==> config.mk <==
export PLATFORM = sky130hd
export DESIGN_NAME = id_ex_stage
export DESIGN_NICKNAME = d
export VERILOG_FILES = /design/src/rtl/rv32_pkg.sv /design/src/rtl/id_ex_stage_imm_gen.sv /design/src/rtl/id_ex_stage.sv
export SDC_FILE = /design/constraint.sdc
export NUM_CORES = 1
export LEC_CHECK = 0
export ABC_AREA = 1
export CAP_MARGIN = 20
export CORE_ASPECT_RATIO = 1.2
export CORE_MARGIN = 2
export CORE_UTILIZATION = 30
export CTS_BUF_LIST = sky130_fd_sc_hd__clkbuf_8
export DETAILED_ROUTE_END_ITERATION = 10
export DONT_BUFFER_PORTS = 1
export GPL_TIMING_DRIVEN = 0
export SYNTH_ARGS = -nofsm -noshare
export SYNTH_HDL_FRONTEND = slang
export SYNTH_SLANG_ARGS = --single-unit
==> constraint.sdc <==
create_clock -name i_clk -period 2.7 [get_ports i_clk]
set_input_delay 0.27 -clock i_clk [delete_from_list [all_inputs] [get_ports i_clk]]
set_output_delay 0.27 -clock i_clk [all_outputs]
set_load 0.005 [all_outputs]
==> src/rtl/rv32_pkg.sv <==
// rv32_pkg: shared RV32I constants for the decode/operand stage.
//   - ALU op encodings (4 bits), matching the downstream ALU.
//   - Base opcode values (instr[6:0]).
//   - Instruction class encodings carried alongside the operands.
package rv32_pkg;

  localparam logic [3:0] ALU_ADD  = 4'd0;
  localparam logic [3:0] ALU_SUB  = 4'd1;
  localparam logic [3:0] ALU_AND  = 4'd2;
  localparam logic [3:0] ALU_OR   = 4'd3;
  localparam logic [3:0] ALU_XOR  = 4'd4;
  localparam logic [3:0] ALU_SLL  = 4'd5;
  localparam logic [3:0] ALU_SRL  = 4'd6;
  localparam logic [3:0] ALU_SRA  = 4'd7;
  localparam logic [3:0] ALU_SLT  = 4'd8;
  localparam logic [3:0] ALU_SLTU = 4'd9;

  localparam logic [6:0] OPC_OP     = 7'b0110011;
  localparam logic [6:0] OPC_OP_IMM = 7'b0010011;
  localparam logic [6:0] OPC_LOAD   = 7'b0000011;
  localparam logic [6:0] OPC_STORE  = 7'b0100011;
  localparam logic [6:0] OPC_BRANCH = 7'b1100011;
  localparam logic [6:0] OPC_JAL    = 7'b1101111;
  localparam logic [6:0] OPC_JALR   = 7'b1100111;
  localparam logic [6:0] OPC_LUI    = 7'b0110111;
  localparam logic [6:0] OPC_AUIPC  = 7'b0010111;

  localparam logic [2:0] CLS_ALU    = 3'd0;
  localparam logic [2:0] CLS_LOAD   = 3'd1;
  localparam logic [2:0] CLS_STORE  = 3'd2;
  localparam logic [2:0] CLS_BRANCH = 3'd3;
  localparam logic [2:0] CLS_JUMP   = 3'd4;
  localparam logic [2:0] CLS_UPPER  = 3'd5;

endpackage

==> src/rtl/id_ex_stage_imm_gen.sv <==
// imm_gen: combinational RV32I immediate extraction.
// Ports:
//   i_instr  - 32-bit instruction word
//   o_imm_i  - sign-extended I-type immediate
//   o_imm_s  - sign-extended S-type immediate
//   o_imm_u  - U-type immediate (upper 20 bits, low 12 zero)
module imm_gen (
  input  logic [31:0] i_instr,
  output logic [31:0] o_imm_i,
  output logic [31:0] o_imm_s,
  output logic [31:0] o_imm_u
);

  assign o_imm_i = {{20{i_instr[31]}}, i_instr[31:20]};
  assign o_imm_s = {{20{i_instr[31]}}, i_instr[31:25], i_instr[11:7]};
  assign o_imm_u = {i_instr[31:12], 12'h000};

endmodule

==> src/rtl/id_ex_stage.sv <==
// id_ex_stage: RV32I decode/operand stage feeding the ALU.
// Decodes ALU op and A/B operands from the incoming instruction and holds
// them in a single valid/ready slot together with writeback control.
// Ports:
//   i_clk, i_rst_n            - clock, async active-low reset
//   i_valid / o_ready         - upstream handshake (o_ready = ~o_valid | i_ready)
//   i_instr, i_pc             - instruction word and its address
//   i_rs1_data, i_rs2_data    - register-file read data
//   i_flush                   - kill held and incoming instruction
//   o_valid / i_ready         - downstream handshake
//   o_A, o_B, o_op            - ALU operands and op
//   o_rd, o_wb_en             - destination register and writeback enable
//   o_pc, o_rs2_data          - PC and raw rs2 of the held instruction
//   o_funct3, o_cls           - funct3 and instruction class
//   o_illegal                 - only with ID_ILLEGAL_CHK_EN defined
// Build option: ID_ILLEGAL_CHK_EN adds illegal-instruction flagging.
module id_ex_stage
  import rv32_pkg::*;
#(
  parameter int          XLEN         = 32,
  parameter logic [31:0] RESET_PC_TAG = 32'h0000_0000
) (
  input  logic            i_clk,
  input  logic            i_rst_n,
  input  logic            i_valid,
  output logic            o_ready,
  input  logic [31:0]     i_instr,
  input  logic [XLEN-1:0] i_pc,
  input  logic [XLEN-1:0] i_rs1_data,
  input  logic [XLEN-1:0] i_rs2_data,
  input  logic            i_flush,
  output logic            o_valid,
  input  logic            i_ready,
  output logic [XLEN-1:0] o_A,
  output logic [XLEN-1:0] o_B,
  output logic [3:0]      o_op,
  output logic [4:0]      o_rd,
  output logic            o_wb_en,
  output logic [XLEN-1:0] o_pc,
  output logic [XLEN-1:0] o_rs2_data,
  output logic [2:0]      o_funct3,
`ifdef ID_ILLEGAL_CHK_EN
  output logic            o_illegal,
`endif
  output logic [2:0]      o_cls
);

  logic [XLEN-1:0] imm_i, imm_s, imm_u;

  imm_gen u_imm_gen (
    .i_instr (i_instr),
    .o_imm_i (imm_i),
    .o_imm_s (imm_s),
    .o_imm_u (imm_u)
  );

  logic [6:0] opcode;
  logic [2:0] funct3;
  logic [6:0] funct7;
  logic [4:0] rd;

  assign opcode = i_instr[6:0];
  assign funct3 = i_instr[14:12];
  assign funct7 = i_instr[31:25];
  assign rd     = i_instr[11:7];

  logic [XLEN-1:0] a_d, b_d;
  logic [3:0]      op_d;
  logic [2:0]      cls_d;
  logic            writes;
  logic            ill_d;
  logic            wb_d;

  always_comb begin
    a_d    = '0;
    b_d    = '0;
    op_d   = ALU_ADD;
    cls_d  = CLS_ALU;
    writes = 1'b0;
    ill_d  = 1'b0;
    case (opcode)
      OPC_OP: begin
        a_d    = i_rs1_data;
        b_d    = i_rs2_data;
        writes = 1'b1;
        case (funct3)
          3'b000: op_d = funct7[5] ? ALU_SUB : ALU_ADD;
          3'b001: begin
            op_d = ALU_SLL;
            b_d  = {{(XLEN-5){1'b0}}, i_rs2_data[4:0]};
          end
          3'b010: op_d = ALU_SLT;
          3'b011: op_d = ALU_SLTU;
          3'b100: op_d = ALU_XOR;
          3'b101: begin
            op_d = funct7[5] ? ALU_SRA : ALU_SRL;
            b_d  = {{(XLEN-5){1'b0}}, i_rs2_data[4:0]};
          end
          3'b110: op_d = ALU_OR;
          default: op_d = ALU_AND;
        endcase
        if (funct7 != 7'b0000000 && funct7 != 7'b0100000)
          ill_d = 1'b1;
        else if (funct7[5] && funct3 != 3'b000 && funct3 != 3'b101)
          ill_d = 1'b1;
      end
      OPC_OP_IMM: begin
        a_d    = i_rs1_data;
        b_d    = imm_i;
        writes = 1'b1;
        case (funct3)
          3'b000: op_d = ALU_ADD;
          3'b001: begin
            op_d = ALU_SLL;
            b_d  = {{(XLEN-5){1'b0}}, i_instr[24:20]};
          end
          3'b010: op_d = ALU_SLT;
          3'b011: op_d = ALU_SLTU;
          3'b100: op_d = ALU_XOR;
          3'b101: begin
            op_d = funct7[5] ? ALU_SRA : ALU_SRL;
            b_d  = {{(XLEN-5){1'b0}}, i_instr[24:20]};
          end
          3'b110: op_d = ALU_OR;
          default: op_d = ALU_AND;
        endcase
        // funct7 only encodes anything for the shift-immediate forms
        if (funct3 == 3'b001 && funct7 != 7'b0000000)
          ill_d = 1'b1;
        else if (funct3 == 3'b101 && funct7 != 7'b0000000 && funct7 != 7'b0100000)
          ill_d = 1'b1;
      end
      OPC_LOAD: begin
        a_d    = i_rs1_data;
        b_d    = imm_i;
        cls_d  = CLS_LOAD;
        writes = 1'b1;
      end
      OPC_STORE: begin
        a_d   = i_rs1_data;
        b_d   = imm_s;
        cls_d = CLS_STORE;
      end
      OPC_BRANCH: begin
        a_d   = i_rs1_data;
        b_d   = i_rs2_data;
        cls_d = CLS_BRANCH;
        case (funct3[2:1])
          2'b10:   op_d = ALU_SLT;
          2'b11:   op_d = ALU_SLTU;
          default: op_d = ALU_SUB;
        endcase
      end
      OPC_JAL, OPC_JALR: begin
        // ALU computes the link value pc+4; target is formed elsewhere
        a_d    = i_pc;
        b_d    = 32'd4;
        cls_d  = CLS_JUMP;
        writes = 1'b1;
      end
      OPC_LUI: begin
        b_d    = imm_u;
        cls_d  = CLS_UPPER;
        writes = 1'b1;
      end
      OPC_AUIPC: begin
        a_d    = i_pc;
        b_d    = imm_u;
        cls_d  = CLS_UPPER;
        writes = 1'b1;
      end
      default: ill_d = 1'b1;
    endcase
  end

`ifdef ID_ILLEGAL_CHK_EN
  assign wb_d = writes & (rd != 5'd0) & ~ill_d;
`else
  logic unused_ill;
  assign unused_ill = ill_d;
  assign wb_d = writes & (rd != 5'd0);
`endif

  logic            valid_q;
  logic [XLEN-1:0] a_q, b_q, pc_q, rs2_q;
  logic [3:0]      op_q;
  logic [4:0]      rd_q;
  logic            wb_q;
  logic [2:0]      funct3_q, cls_q;
  logic            ill_q;
  logic            load;

  assign o_ready = ~valid_q | i_ready;
  assign load    = i_valid & o_ready;

  always_ff @(posedge i_clk or negedge i_rst_n) begin
    if (!i_rst_n) begin
      valid_q  <= 1'b0;
      a_q      <= '0;
      b_q      <= '0;
      op_q     <= ALU_ADD;
      rd_q     <= '0;
      wb_q     <= 1'b0;
      pc_q     <= RESET_PC_TAG;
      rs2_q    <= '0;
      funct3_q <= '0;
      cls_q    <= CLS_ALU;
      ill_q    <= 1'b0;
    end else begin
      if (i_flush)
        valid_q <= 1'b0;
      else if (load)
        valid_q <= 1'b1;
      else if (i_ready)
        valid_q <= 1'b0;

      if (load) begin
        a_q      <= a_d;
        b_q      <= b_d;
        op_q     <= op_d;
        rd_q     <= rd;
        wb_q     <= wb_d;
        pc_q     <= i_pc;
        rs2_q    <= i_rs2_data;
        funct3_q <= funct3;
        cls_q    <= cls_d;
        ill_q    <= ill_d;
      end
    end
  end

  assign o_valid    = valid_q;
  assign o_A        = a_q;
  assign o_B        = b_q;
  assign o_op       = op_q;
  assign o_rd       = rd_q;
  assign o_wb_en    = wb_q;
  assign o_pc       = pc_q;
  assign o_rs2_data = rs2_q;
  assign o_funct3   = funct3_q;
  assign o_cls      = cls_q;

`ifdef ID_ILLEGAL_CHK_EN
  assign o_illegal = ill_q;
`else
  logic unused_ill_q;
  assign unused_ill_q = ill_q;
`endif

endmodule

After elaboration in Yosys (flattened, before gate mapping)

Cells that the tools add are included.

Register bits: 145
Output and inout bits: 146
Word-level logic and storage cells: 55

Equal/unequal tests: 17
Multiplexer cells: 15
Bitwise operators: 4
Reduce and logical (&&, ||, !) cells: 9

Operators with widths:

| operator             | number |
|---|---|
| $pmux W32 S7         | 1 |
| $mux W32             | 2 |
| $pmux W32 S2         | 1 |
| $pmux W4 S7          | 2 |
| $eq A7 B6 Y1 const B | 3 |
| $eq A7 B7 Y1 const B | 3 |
| $pmux W3 S5          | 1 |
| $eq A7 B5 Y1 const B | 2 |
| $pmux W4 S3          | 1 |
| $eq A3 B3 Y1 const B | 3 |
| $pmux W4 S2          | 1 |
| $eq A7 B2 Y1 const B | 1 |
| $reduce_or A7 Y1     | 1 |
| $eq A3 B2 Y1 const B | 2 |
| $mux W1              | 6 |
| $reduce_or A2 Y1     | 3 |
| $reduce_bool A5 Y1   | 1 |
| $reduce_or A5 Y1     | 1 |
| $eq A2 B2 Y1 const B | 2 |
| $eq A3 B1 Y1 const B | 1 |
| $logic_not A3 Y1     | 1 |
| $reduce_bool A3 Y1   | 1 |
| $reduce_or A3 Y1     | 1 |
| $and A1 B1 Y1        | 2 |
| other kinds (2)      | 2 |

Longest topological paths before layout

Word-level depth: 5
Depth in mapped cells: 10

Cells and area by module

From an unflattened synthesis, not the netlist that was laid out.

Cell total of the unflattened synthesis: 1102
Area total of the unflattened synthesis: 8164.1 sq um

By module, submodules not included:

| module      | instances | cells an instance | area an instance (sq um) | seq. area each (sq um) |
|---|---|---|---|---|
| id_ex_stage | 1         | 1005              | 7439.6                   | 3628.5 |
| imm_gen     | 1         | 97                | 724.4                    | 0.0 |

Least setup slack after synthesis

Ideal clock, no wire load.

Kind: reg-to-reg
Start: register valid_q (netlist: o_valid)
End: register b_q[12] (netlist: o_B[12])
Setup time: 0.066 ns
Arrival time: 1.241 ns
Required time: 2.634 ns
Setup slack: 1.393 ns
Cell stages (with the launch flop): 8
Path buffers: 3
Period minus slack after synthesis: 1.307 ns
Cell sequence: dfrtp_1 nand2_1 nand2_1 buf_2 buf_2 clkbuf_1 nand2_1 nand2_1

Word-level cells in the longest chain between the ends: 3

Ends and longest elaborated chain:

| item                   | RTL line           | source |
|---|---|---|
| start, declared        | id_ex_stage.sv:184 | `logic valid_q;` |
| start signal, assigned | id_ex_stage.sv:198 | `valid_q <= 1'b0;` |
| start signal, assigned | id_ex_stage.sv:211 | `valid_q <= 1'b0;` |
| start signal, assigned | id_ex_stage.sv:213 | `valid_q <= 1'b1;` |
| $not A1 Y1             | id_ex_stage.sv:193 | `assign o_ready = ~valid_q \| i_ready;` |
| $or A1 B1 Y1           | id_ex_stage.sv:193 |  |
| net o_ready            | id_ex_stage.sv:26  | `output logic o_ready,` |
| $and A1 B1 Y1          | id_ex_stage.sv:194 | `assign load = i_valid & o_ready;` |
| end signal, assigned   | id_ex_stage.sv:200 | `b_q <= '0;` |
| end signal, assigned   | id_ex_stage.sv:219 | `b_q <= b_d;` |
| end, declared          | id_ex_stage.sv:185 | `logic [XLEN-1:0] a_q, b_q, pc_q, rs2_q;` |

The timed path passes the listed nets, and every way through them passes these cells.
A chain may end at the register's enable or synchronous reset.

Worst setup path in the final report

Start: register valid_q (netlist: o_valid)
End: register b_q[23] (netlist: o_B[23])

Same word-level chain as after synthesis.

==> results.md <==
- Gp weighted congestion: 0.851
- Post-synthesis compound-gate area fraction: 5.62%
- # nets final: 1156
- Util after Layout: 38.2%
- Die Area: 24400 µm²
- CTS buffer count: 17
- Setup violations, final: 0
- Count of final hold-check violations: 145
- CTS Buffer Depth: 2
- Reg-to-reg critical path startpoint: o_valid
- CP Launch Type: flop
- Slew Viols, Final: 0
- P&R area growth vs syn: 26.4%
- Root buffer cell: clkbuf_8
- CTS tree: yes
- Drc violations: 0
- Routed WL: 27.3 mm
- Uppermost layer routed: met4
- Routed met1 length: 10.5 mm
- Post-synthesis sequential area ratio: 52.3%
- Max IR drop VDD: 287 µV
- Violated checks: hold timing
- End of the critical path: o_B[23]
- Worst setup path start: o_valid
- WL met2: 13.3 mm
- Postcts setup bufs: 0
- Initial DRC count: 537
- First-pass GRT wire length: 40.0 mm
- Yosys warns: 0
- Row Count: 61
- Xor/xnor cell area share of the yosys netlist: 0%
- Final min period: 2070 ps
- Clock skew: 12.8 ps
- Wire length per cell: 20.2 µm
- Worst slack, placed: 676 ps
- Largest net degree at the start of global routing: 146
- CTS H-Tree Depth: 4
- Leak: 4.51 nW
- Syn Area/Cell: 7.72 µm²
- Maximum fanout along the worst path: 10
- Clock Latency Late Sink: 470 ps
- Ant. Diodes: 0
- Worst Max-Slew Pin Slew: 651 ps
- CP Data Required Time: 3110 ps
- Status: finished, violations left
- Share of cells above drive strength 1: 6.76%
- GRT Overall Usage: 22.0%
- Filler cells: 2375
- Vias post-DR: 6937
- Die width: 143 µm
- Die height: 171 µm
- Reg2Reg Capture Point: o_B[23]
- Initial core utilization: 30.2%
- Synth cell types: 22
- Critical path type: flop to flop
- CP arrival: 2480 ps
- Clk sinks: 145
- I/O Pins: 279
- CTS clock-pin slew for the worst setup and hold paths: 90 ps
- Post-DR vias/cell: 5.13
- RSZ-0062 raised after global routing: false
- Met3 routed WL: 2.66 mm
- Power per cell area: 546 nW/µm²
- #FFs+latches synth: 145
- Antenna Nets Post-Route: 0
- Slew headroom: 56.6%
- Synthesized area: 6940 µm²
- Post-DP HPWL: 19.2 mm
- Drt pass-1 iters: 5
- Flop2flop setup slack: 630 ps
- Syn nets: 1032
- Congestion Overflow GR: 0
- Syn Inst Count: 899
- Core area: 23000 µm²
- Initial antenna violation count: 0
- Setup tns final: 0 ps
- Crit end category: flop
- Largest family of logic cells by synthesized area: simple AND/OR/NAND/NOR gates
- Period utilisation layout: 76.8%
- Area share of fa/ha/maj cells after synthesis: 0%
- Max-cap viol count: 0
- Simple-gate share of the synthesized area: 35.6%
- Hold crit path type: primary input to asynchronous set/reset pin
- Highest Clock Rate: 482 MHz
- Port Buffers: 0
- Final WS setup: 627 ps
- FF-to-FF path depth: 7
- Vias in the first global route: 6724
- WHS: -524 ps
- Multiplexer share of the synthesized area: 0%
[cell families after synthesis]
kind of cell           Yosys count
buffers and inverters          107
flip-flops                     145
AO/OA/AOI/OAI                   74
AND/OR/NAND/NOR                573
[through the flow]
step	power [mW]	hold WS, ps	instances	area, µm²
global route	5.01	-564	1351	8780
global placement	2.91	-17.5	1214	7340
CTS	4.83	-550	1349	8760
floorplan	2.75	-25.6	899	6940
finish	4.79	-524	1351	8780
detailed placement	2.91	-18.9	1214	7340
[critical path, stage by stage (launching register included)]
cell,delay [ps]
dfrtp_1,410
nand2_1,150
nand2_1,90
inv_1,70
buf_2,280
clkbuf_1,520
o21ai_0,350
nand2_1,120
[layer usage]
layer  vias to the layer above  global-route usage, %
met4                         0                   8.27
met5                         -                   1.26
met3                        53                   7.81
li1                       3198                      -
met1                      3321                   25.3
met2                       365                   37.4
[how the worst min path moves through the flow]
stage	from	to	slack, ps	cells after the start
2_1_floorplan	i_rst_n	o_A[0]	-30	0
3_3_place_gp	i_rst_n	o_B[17]	-20	0
3_5_place_dp	i_rst_n	o_B[18]	-20	0
4_1_cts	i_rst_n	o_rs2_data[17]	-550	0
5_1_grt	i_rst_n	o_B[17]	-560	0
6_report	i_rst_n	o_B[18]	-520	0
[sequential cells by signal, summed over array words and instances, names as in the netlist]
| name | count |
|---|---|
| o_A | 32 |
| o_B | 32 |
| o_cls | 3 |
| o_funct3 | 3 |
| o_op | 4 |
| o_pc | 32 |
| o_rd | 5 |
| o_rs2_data | 32 |
| o_valid | 1 |
| o_wb_en | 1 |
[power breakdown]
| part | switching [mW] | total, mW | internal (mW) |
|---|---|---|---|
| clock network | 0.897 | 1.78 | 0.880 |
| registers | 0.142 | 2.46 | 2.32 |
| logic | 0.333 | 0.550 | 0.218 |
[area by class of cell]
type | instances | area, µm² | share of cell area [%]
Buffer | 64 | 292 | 3.32
Clock buffer | 20 | 275 | 3.14
Clock inverter | 12 | 115 | 1.31
Inverter | 43 | 161 | 1.84
Multi-Input combinational cell | 647 | 2860 | 32.6
Sequential cell | 145 | 3630 | 41.3
Tap cell | 315 | 394 | 4.49
Timing Repair Buffer | 105 | 1050 | 12.0
[cell usage after synthesis]
| cell type | instances | area [µm²] |
|---|---|---|
| nand3_1 | 169 | 846 |
| o31ai_4 | 1 | 21.3 |
| nand4_1 | 33 | 206 |
| nor2_1 | 35 | 131 |
| a31oi_1 | 1 | 6.26 |
| inv_1 | 41 | 154 |
| nor2_2 | 2 | 12.5 |
| o21ai_0 | 50 | 250 |
| inv_2 | 2 | 7.51 |
| nand2_1 | 327 | 1230 |
| buf_4 | 5 | 37.5 |
| buf_2 | 26 | 130 |
| nand2_2 | 1 | 6.26 |
| a21oi_1 | 5 | 25.0 |
| nor3_1 | 4 | 20.0 |
| nor2_4 | 1 | 11.3 |
| o211ai_1 | 1 | 7.51 |
| buf_1 | 7 | 26.3 |
| o21ai_1 | 16 | 80.1 |
| nand3_2 | 1 | 10.0 |
| clkbuf_1 | 26 | 97.6 |
| dfrtp_1 | 145 | 3630 |
[placed cells by master (no fill, tap or decap)]
cell           count
a21oi_1            5
a31oi_1            1
buf_1              7
buf_2             26
buf_4              5
bufinv_16          2
clkbuf_1          26
clkbuf_8          20
clkinv_2           7
clkinv_4           1
clkinvlp_4         1
dfrtp_1          145
dlygate4sd3_1    105
inv_1             42
inv_2              2
nand2_1          327
nand2_2            1
nand3_1          169
nand3_2            1
nand4_1           33
nor2_1            35
nor2_2             2
nor2_4             1
nor3_1             4
o211ai_1           1
o21ai_0           50
o21ai_1           16
o31ai_4            1
[what timing repair did]
item	in CTS	in global routing
resized for setup	0	0
hold endpoints to repair	250	147
hold buffers	103	2
(Power assumes the default switching activity.)
